File: src/rtl/banco_entrada_if.sv
`default_nettype none
// ============================================================================
//  Module      : banco_entrada_if
//  Description : Port bundle for the input-port bank. The device side carries
//                four data bytes and their strobes. The CPU side carries the
//                port select, the read-consume strobe, the selected byte and
//                the per-port status and acknowledge flags.
//  Revision    : 1.0 - initial release
// ============================================================================
interface banco_entrada_if #(
    parameter int WIDTH = 8
);

    // Device side: data bytes and asynchronous strobes
    logic [WIDTH-1:0] din0;
    logic [WIDTH-1:0] din1;
    logic [WIDTH-1:0] din2;
    logic [WIDTH-1:0] din3;
    logic [3:0]       stb;

    // CPU side: select and consume
    logic [1:0]       sel;
    logic             re;

    // Bank outputs
    logic [WIDTH-1:0] rd;
    logic [3:0]       valid;
    logic [3:0]       overrun;
    logic [3:0]       ack;

    // Driver of stimulus (devices + CPU)
    modport master (
        output din0, din1, din2, din3, stb, sel, re,
        input  rd, valid, overrun, ack
    );

    // The bank itself
    modport slave (
        input  din0, din1, din2, din3, stb, sel, re,
        output rd, valid, overrun, ack
    );

endinterface
`default_nettype wire

File: src/rtl/banco_entrada.sv
`default_nettype none
// ============================================================================
//  Module      : banco_entrada
//  Description : Four-port input bank for the 8-bit CPU. Each port
//                synchronizes its strobe and latches the device byte on the
//                strobe rising edge. The byte is held with a valid flag until
//                the CPU consumes it. A consume clears the flags and returns a
//                one-cycle acknowledge to the device. A sticky overrun flag
//                marks a held byte that was replaced before it was read.
//  Revision    : 1.0 - initial release
// ============================================================================
module banco_entrada #(
    parameter int WIDTH       = 8,
    parameter int SYNC_STAGES = 2
) (
    input  wire logic           clk,
    input  wire logic           reset,
    banco_entrada_if.slave      bus
);

    localparam int c_NUM_PORTS = 4;

    // Device bytes gathered into an array so the ports can be generated
    logic [WIDTH-1:0]       w_din  [c_NUM_PORTS];
    // Hold register contents, exported from each port for the read mux
    logic [WIDTH-1:0]       w_hold [c_NUM_PORTS];
    logic [c_NUM_PORTS-1:0] w_valid;
    logic [c_NUM_PORTS-1:0] w_overrun;
    logic [c_NUM_PORTS-1:0] w_ack;

    assign w_din[0] = bus.din0;
    assign w_din[1] = bus.din1;
    assign w_din[2] = bus.din2;
    assign w_din[3] = bus.din3;

    generate
        for (genvar i = 0; i < c_NUM_PORTS; i++) begin : g_port
            logic [SYNC_STAGES-1:0] r_sync;
            logic                   r_prev;
            logic                   w_rise;
            logic                   w_consume;
            logic [WIDTH-1:0]       r_hold;
            logic                   r_valid;
            logic                   r_overrun;
            logic                   r_ack;

            // Strobe synchronizer chain plus one flop for edge detection
            always_ff @(posedge clk) begin
                if (reset) begin
                    r_sync <= '0;
                    r_prev <= 1'b0;
                end else begin
                    r_sync <= {r_sync[SYNC_STAGES-2:0], bus.stb[i]};
                    r_prev <= r_sync[SYNC_STAGES-1];
                end
            end

            // One-cycle pulse per strobe rise, independent of strobe width.
            // Since prev clears on reset, a strobe still high at release
            // counts as a fresh rise.
            assign w_rise    = r_sync[SYNC_STAGES-1] & ~r_prev;
            assign w_consume = bus.re && (bus.sel == 2'(i));

            // Hold register, status flags and acknowledge for this port.
            // When a capture and a consume land on the same edge, the consume
            // counts against the byte already held. The new byte then stays
            // valid and no overrun is recorded.
            always_ff @(posedge clk) begin
                if (reset) begin
                    r_hold    <= '0;
                    r_valid   <= 1'b0;
                    r_overrun <= 1'b0;
                    r_ack     <= 1'b0;
                end else begin
                    r_ack <= w_consume;
                    if (w_rise) begin
                        r_hold  <= w_din[i];
                        r_valid <= 1'b1;
                        if (w_consume) begin
                            r_overrun <= 1'b0;
                        end else if (r_valid) begin
                            r_overrun <= 1'b1;
                        end
                    end else if (w_consume) begin
                        r_valid   <= 1'b0;
                        r_overrun <= 1'b0;
                    end
                end
            end

            assign w_hold[i]    = r_hold;
            assign w_valid[i]   = r_valid;
            assign w_overrun[i] = r_overrun;
            assign w_ack[i]     = r_ack;
        end
    endgenerate

    // CPU read path: selected hold register, no register stage in between
    always_comb begin
        bus.rd = w_hold[bus.sel];
    end

    assign bus.valid   = w_valid;
    assign bus.overrun = w_overrun;
    assign bus.ack     = w_ack;

endmodule
`default_nettype wire

File: src/flat_wrapper.sv
// flat-port wrapper written by rule: the top's interface ports become plain ports
module banco_entrada_flat 
#(
    parameter int WIDTH       = 8,
    parameter int SYNC_STAGES = 2
)
  (clk, reset, bus_din0, bus_din1, bus_din2, bus_din3, bus_stb, bus_sel, bus_re, bus_rd, bus_valid, bus_overrun, bus_ack);
  banco_entrada_if #(.WIDTH(WIDTH)) bus_i ();
  input  wire logic clk;
  input  wire logic reset;
  input wire logic [$bits(bus_i.din0)-1:0] bus_din0;
  input wire logic [$bits(bus_i.din1)-1:0] bus_din1;
  input wire logic [$bits(bus_i.din2)-1:0] bus_din2;
  input wire logic [$bits(bus_i.din3)-1:0] bus_din3;
  input wire logic [$bits(bus_i.stb)-1:0] bus_stb;
  input wire logic [$bits(bus_i.sel)-1:0] bus_sel;
  input wire logic [$bits(bus_i.re)-1:0] bus_re;
  output wire logic [$bits(bus_i.rd)-1:0] bus_rd;
  output wire logic [$bits(bus_i.valid)-1:0] bus_valid;
  output wire logic [$bits(bus_i.overrun)-1:0] bus_overrun;
  output wire logic [$bits(bus_i.ack)-1:0] bus_ack;
  assign bus_i.din0 = bus_din0;
  assign bus_i.din1 = bus_din1;
  assign bus_i.din2 = bus_din2;
  assign bus_i.din3 = bus_din3;
  assign bus_i.stb = bus_stb;
  assign bus_i.sel = bus_sel;
  assign bus_i.re = bus_re;
  assign bus_rd = bus_i.rd;
  assign bus_valid = bus_i.valid;
  assign bus_overrun = bus_i.overrun;
  assign bus_ack = bus_i.ack;
  banco_entrada #(.WIDTH(WIDTH), .SYNC_STAGES(SYNC_STAGES)) u_core (.clk(clk), .reset(reset), .bus(bus_i));
endmodule
File: config.mk
export PLATFORM = sky130hd
export DESIGN_NAME = banco_entrada_flat
export DESIGN_NICKNAME = d
export VERILOG_FILES = /design/src/rtl/banco_entrada_if.sv /design/src/rtl/banco_entrada.sv /design/src/flat_wrapper.sv
export SDC_FILE = /design/constraint.sdc
export NUM_CORES = 1
export LEC_CHECK = 0
export BUFFER_PORTS_ARGS = -buffer_cell sky130_fd_sc_hd__buf_2
export CAP_MARGIN = 20
export CORE_MARGIN = 2
export CORE_UTILIZATION = 40
export DETAILED_ROUTE_END_ITERATION = 7
export GPL_TIMING_DRIVEN = 0
export SYNTH_ARGS = -nofsm -noshare
export SYNTH_HDL_FRONTEND = slang
export SYNTH_SLANG_ARGS = --single-unit
File: constraint.sdc
create_clock -name clk -period 1.5 [get_ports clk]
set_input_delay 0.3 -clock clk [delete_from_list [all_inputs] [get_ports clk]]
set_output_delay 0.3 -clock clk [all_outputs]
set_load 0.01 [all_outputs]
==> results.ini <==
[outcome]
status = complete, but fails checks
violations = negative setup slack

[min_path]
hold_depth = 2
whs_endpoint = u_core.g_port[3].r_sync[0]$_SDFF_PP0_
worstHoldStart = bus_stb[3]
hp-class = in2reg

[floorplanning]
die_h_um = 77.78
rows = 26
core_area_sq_um = 5172
io_pins = 61
die_x_um = 77.78
start_util_pct = 42.09
die-area_sq_um = 6049

[final_layout]
nets = 342
antenna_cells = 0
area_growth_pct = 23.28
layout_common_cells = 67 x nand2_1, 55 x buf_2, 47 x dfxtp_1, 36 x a21oi_1, 19 x nor2b_1
layout_commonest_cell = nand2_1
finalNonFillerCells = 371
layout-drive-gt1-share_pct = 33.22

[clock_tree]
insertion_delay_ns = 0.31
cts_tree = done
clock_sinks = 56
post_cts_buffers = 0
cts_buffers = 5
cts_buffer_depth = 2
ctsRootBufferMaster = clkbuf_8
cts_hold_buf = 0
cts.htree.levels = 2
clkTransAtPathRegs_ns = 0.09

[worst_setup_path]
crit_type = reg2out
r2r_end = u_core.g_port[1].r_hold[6]$_SDFFE_PP0P_
crit_arrival_ns = 1.29
cp_max_fo = 2
end_kind = output pin
r2r-start = u_core.g_port[1].r_sync[1]$_SDFF_PP0_
ff2ff_path_depth = 4
worst_setup_path_start_kind = flop
worst_path_largest_cell_delay_ns = 0.50
crit_chain = mux4_2 > buf_6
critPathSlowestCell = mux4_2
cp.required_ns = 1.20
rrSetupSlack_ns = 0.29

[synth]
seq_area_frac_synth_pct = 51.49
synth_cells = 236
synth_edf_count = 0
synth_area_leaders = dfxtp_1 51%, nand2_1 12%, a21oi_1 8.3%
yosys_warnings = 0
syn-num-nets = 277
synth_area_sq_um = 2177
yosys.area.top_type_share_pct = 51.49
synthDistinctLibCells = 22
ys_async_sr_fraction_pct = 0
synth_seq_cells = 56
yosys.area.top_type = dfxtp_1
syn_avg_cell_area_sq_um = 9.225
synth_ff_type = dfxtp_1

[power]
swShare_pct = 23.22
p_sw_w = 0.0006325
p_leak_nw = 1.117
share_seq_of_total_power_pct = 57.5
peakVddDrop_mv = 0.4609
power_density_nw_per_um2 = 1015
p_clk_share_pct = 32.4
internal_power_w = 0.002091
combPwrFrac_pct = 10.1

[placed_design]
post-place-ws_ns = -0.02871
place.gp.congestion = 0.7847
dpl.hpwl_mm = 3.365
placed_cells = 364
portBuffers = 58

[route]
vias = 1733
avgRoutedWirePerCell_um = 12.86
drc = 0
first_pass_iters = 4
routed_wl_mm = 4.771
antenna_left = 0
vias_per_cell = 4.671
drtIter0Drc = 117

[sta]
skew_ns = 0.006116
setup_slack_ns = -0.08663
setup_viol_count_final = 8
period_minus_slack_ns = 1.587
holdWs_ns = 0.1912
final_hold_viol_count = 0
worstMarginPinSlew_ns = 0.5101
slew_headroom_pct = 65.99
rsz0062_at_grt = yes
fmax_mhz = 630.3
slew_viol_final = 0
min_period_over_period_pct = 105.8

[global_route]
grt_start_max_net_pins = 16
grt_usage_pct = 16.52
antenna_found_initial = 0
globalRoute.totalOverflow = 0
grt_pass1_wl_mm = 7.693
grt_pass1_vias = 1604

[run]
max_cap_violations = 0

==> synthesized netlist by cell type (2+ instances only) <==
library cell,instances
buf_4,12
nand2b_1,5
mux4_2,2
and3_1,2
nor3_1,2
nor2_1,3
a21oi_1,36
nor3b_1,2
clkbuf_1,10
mux4_1,6
nand2_1,67
nor2b_1,19
buf_2,4
dfxtp_1,56
o2bb2ai_1,2
a31oi_1,2
==> per-layer routing <==
layer | up-vias | track usage (%) | routed length, um
met1 | 782 | 23.43 | 2371
li1 | 892 | - | -
met5 | - | 0 | 0
met3 | 5 | 4.070 | 320
met2 | 54 | 25.09 | 2024
met4 | 0 | 4.286 | 54
==> repair_timing <==
item                                    CTS  global route
resized for setup                        16             6
endpoints found under the setup margin    8             8
pin swaps                                 0             0
==> flip-flops by register name, summed over array words and instances (netlist names) <==
signal / count
u_core.g_port.r_hold: 32
u_core.g_port.r_ack: 4
u_core.g_port.r_valid: 4
u_core.g_port.r_prev: 4
u_core.g_port.r_overrun: 4
u_core.g_port.r_sync: 8
==> final cells by class <==
class | count | area, sq um
plain buffers | 29 | 177.7
clock buffers | 7 | 96.34
fillers | 521 | 2489
inverters | 1 | 3.754
multi-input cells | 150 | 852.1
flip-flops and latches | 56 | 1132
well taps | 70 | 87.58
repair buffers | 58 | 334.1
==> critical path, delay by kind of cell, from the launching register on <==
kind,cells,cell delay (ns)
multiplexers,1,0.50
flip-flops,1,0.33
buffers and inverters,1,0.14
==> power by group through the flow <==
stage	registers (W)	logic (W)	clock network, W
floorplan	0.00159	0.000160	0
global placement	0.00160	0.000263	0
detailed placement	0.00160	0.000265	0
CTS	0.00157	0.000273	0.000896
global route	0.00157	0.000307	0.000958
finish	0.00157	0.000275	0.000883
==> per-stage QoR <==
stage	instance area [sq um]	util (%)	setup TNS (ns)	power (W)
2_1_floorplan	2177	-	0	0.001748
3_3_place_gp	2555	49.40	-0.05048	0.001859
3_5_place_dp	2555	49.40	-0.05099	0.001862
4_1_cts	2656	51.35	-0.4818	0.002734
5_1_grt	2684	51.89	-0.7472	0.002838
6_report	2684	51.89	-0.4795	0.002724
==> worst max-delay path by stage <==
stage                                                       start         to
after global routing      u_core.g_port[3].r_hold[1]$_SDFFE_PP0P_  bus_rd[1]
after global placement                                 bus_sel[0]  bus_rd[6]
after floorplan                                        bus_sel[0]  bus_rd[6]
after detailed placement                               bus_sel[1]  bus_rd[1]
final                     u_core.g_port[3].r_hold[1]$_SDFFE_PP0P_  bus_rd[1]
after CTS                 u_core.g_port[3].r_hold[1]$_SDFFE_PP0P_  bus_rd[1]
==> logic make-up after synthesis <==
kind of cell | after synthesis | share of synthesized area, %
compound gates | 42 | 10.17
buf+inv | 30 | 8.333
flops | 56 | 51.49
mux | 8 | 9.310
simple gates | 100 | 20.69
Power figures use the tool's default switching activity.
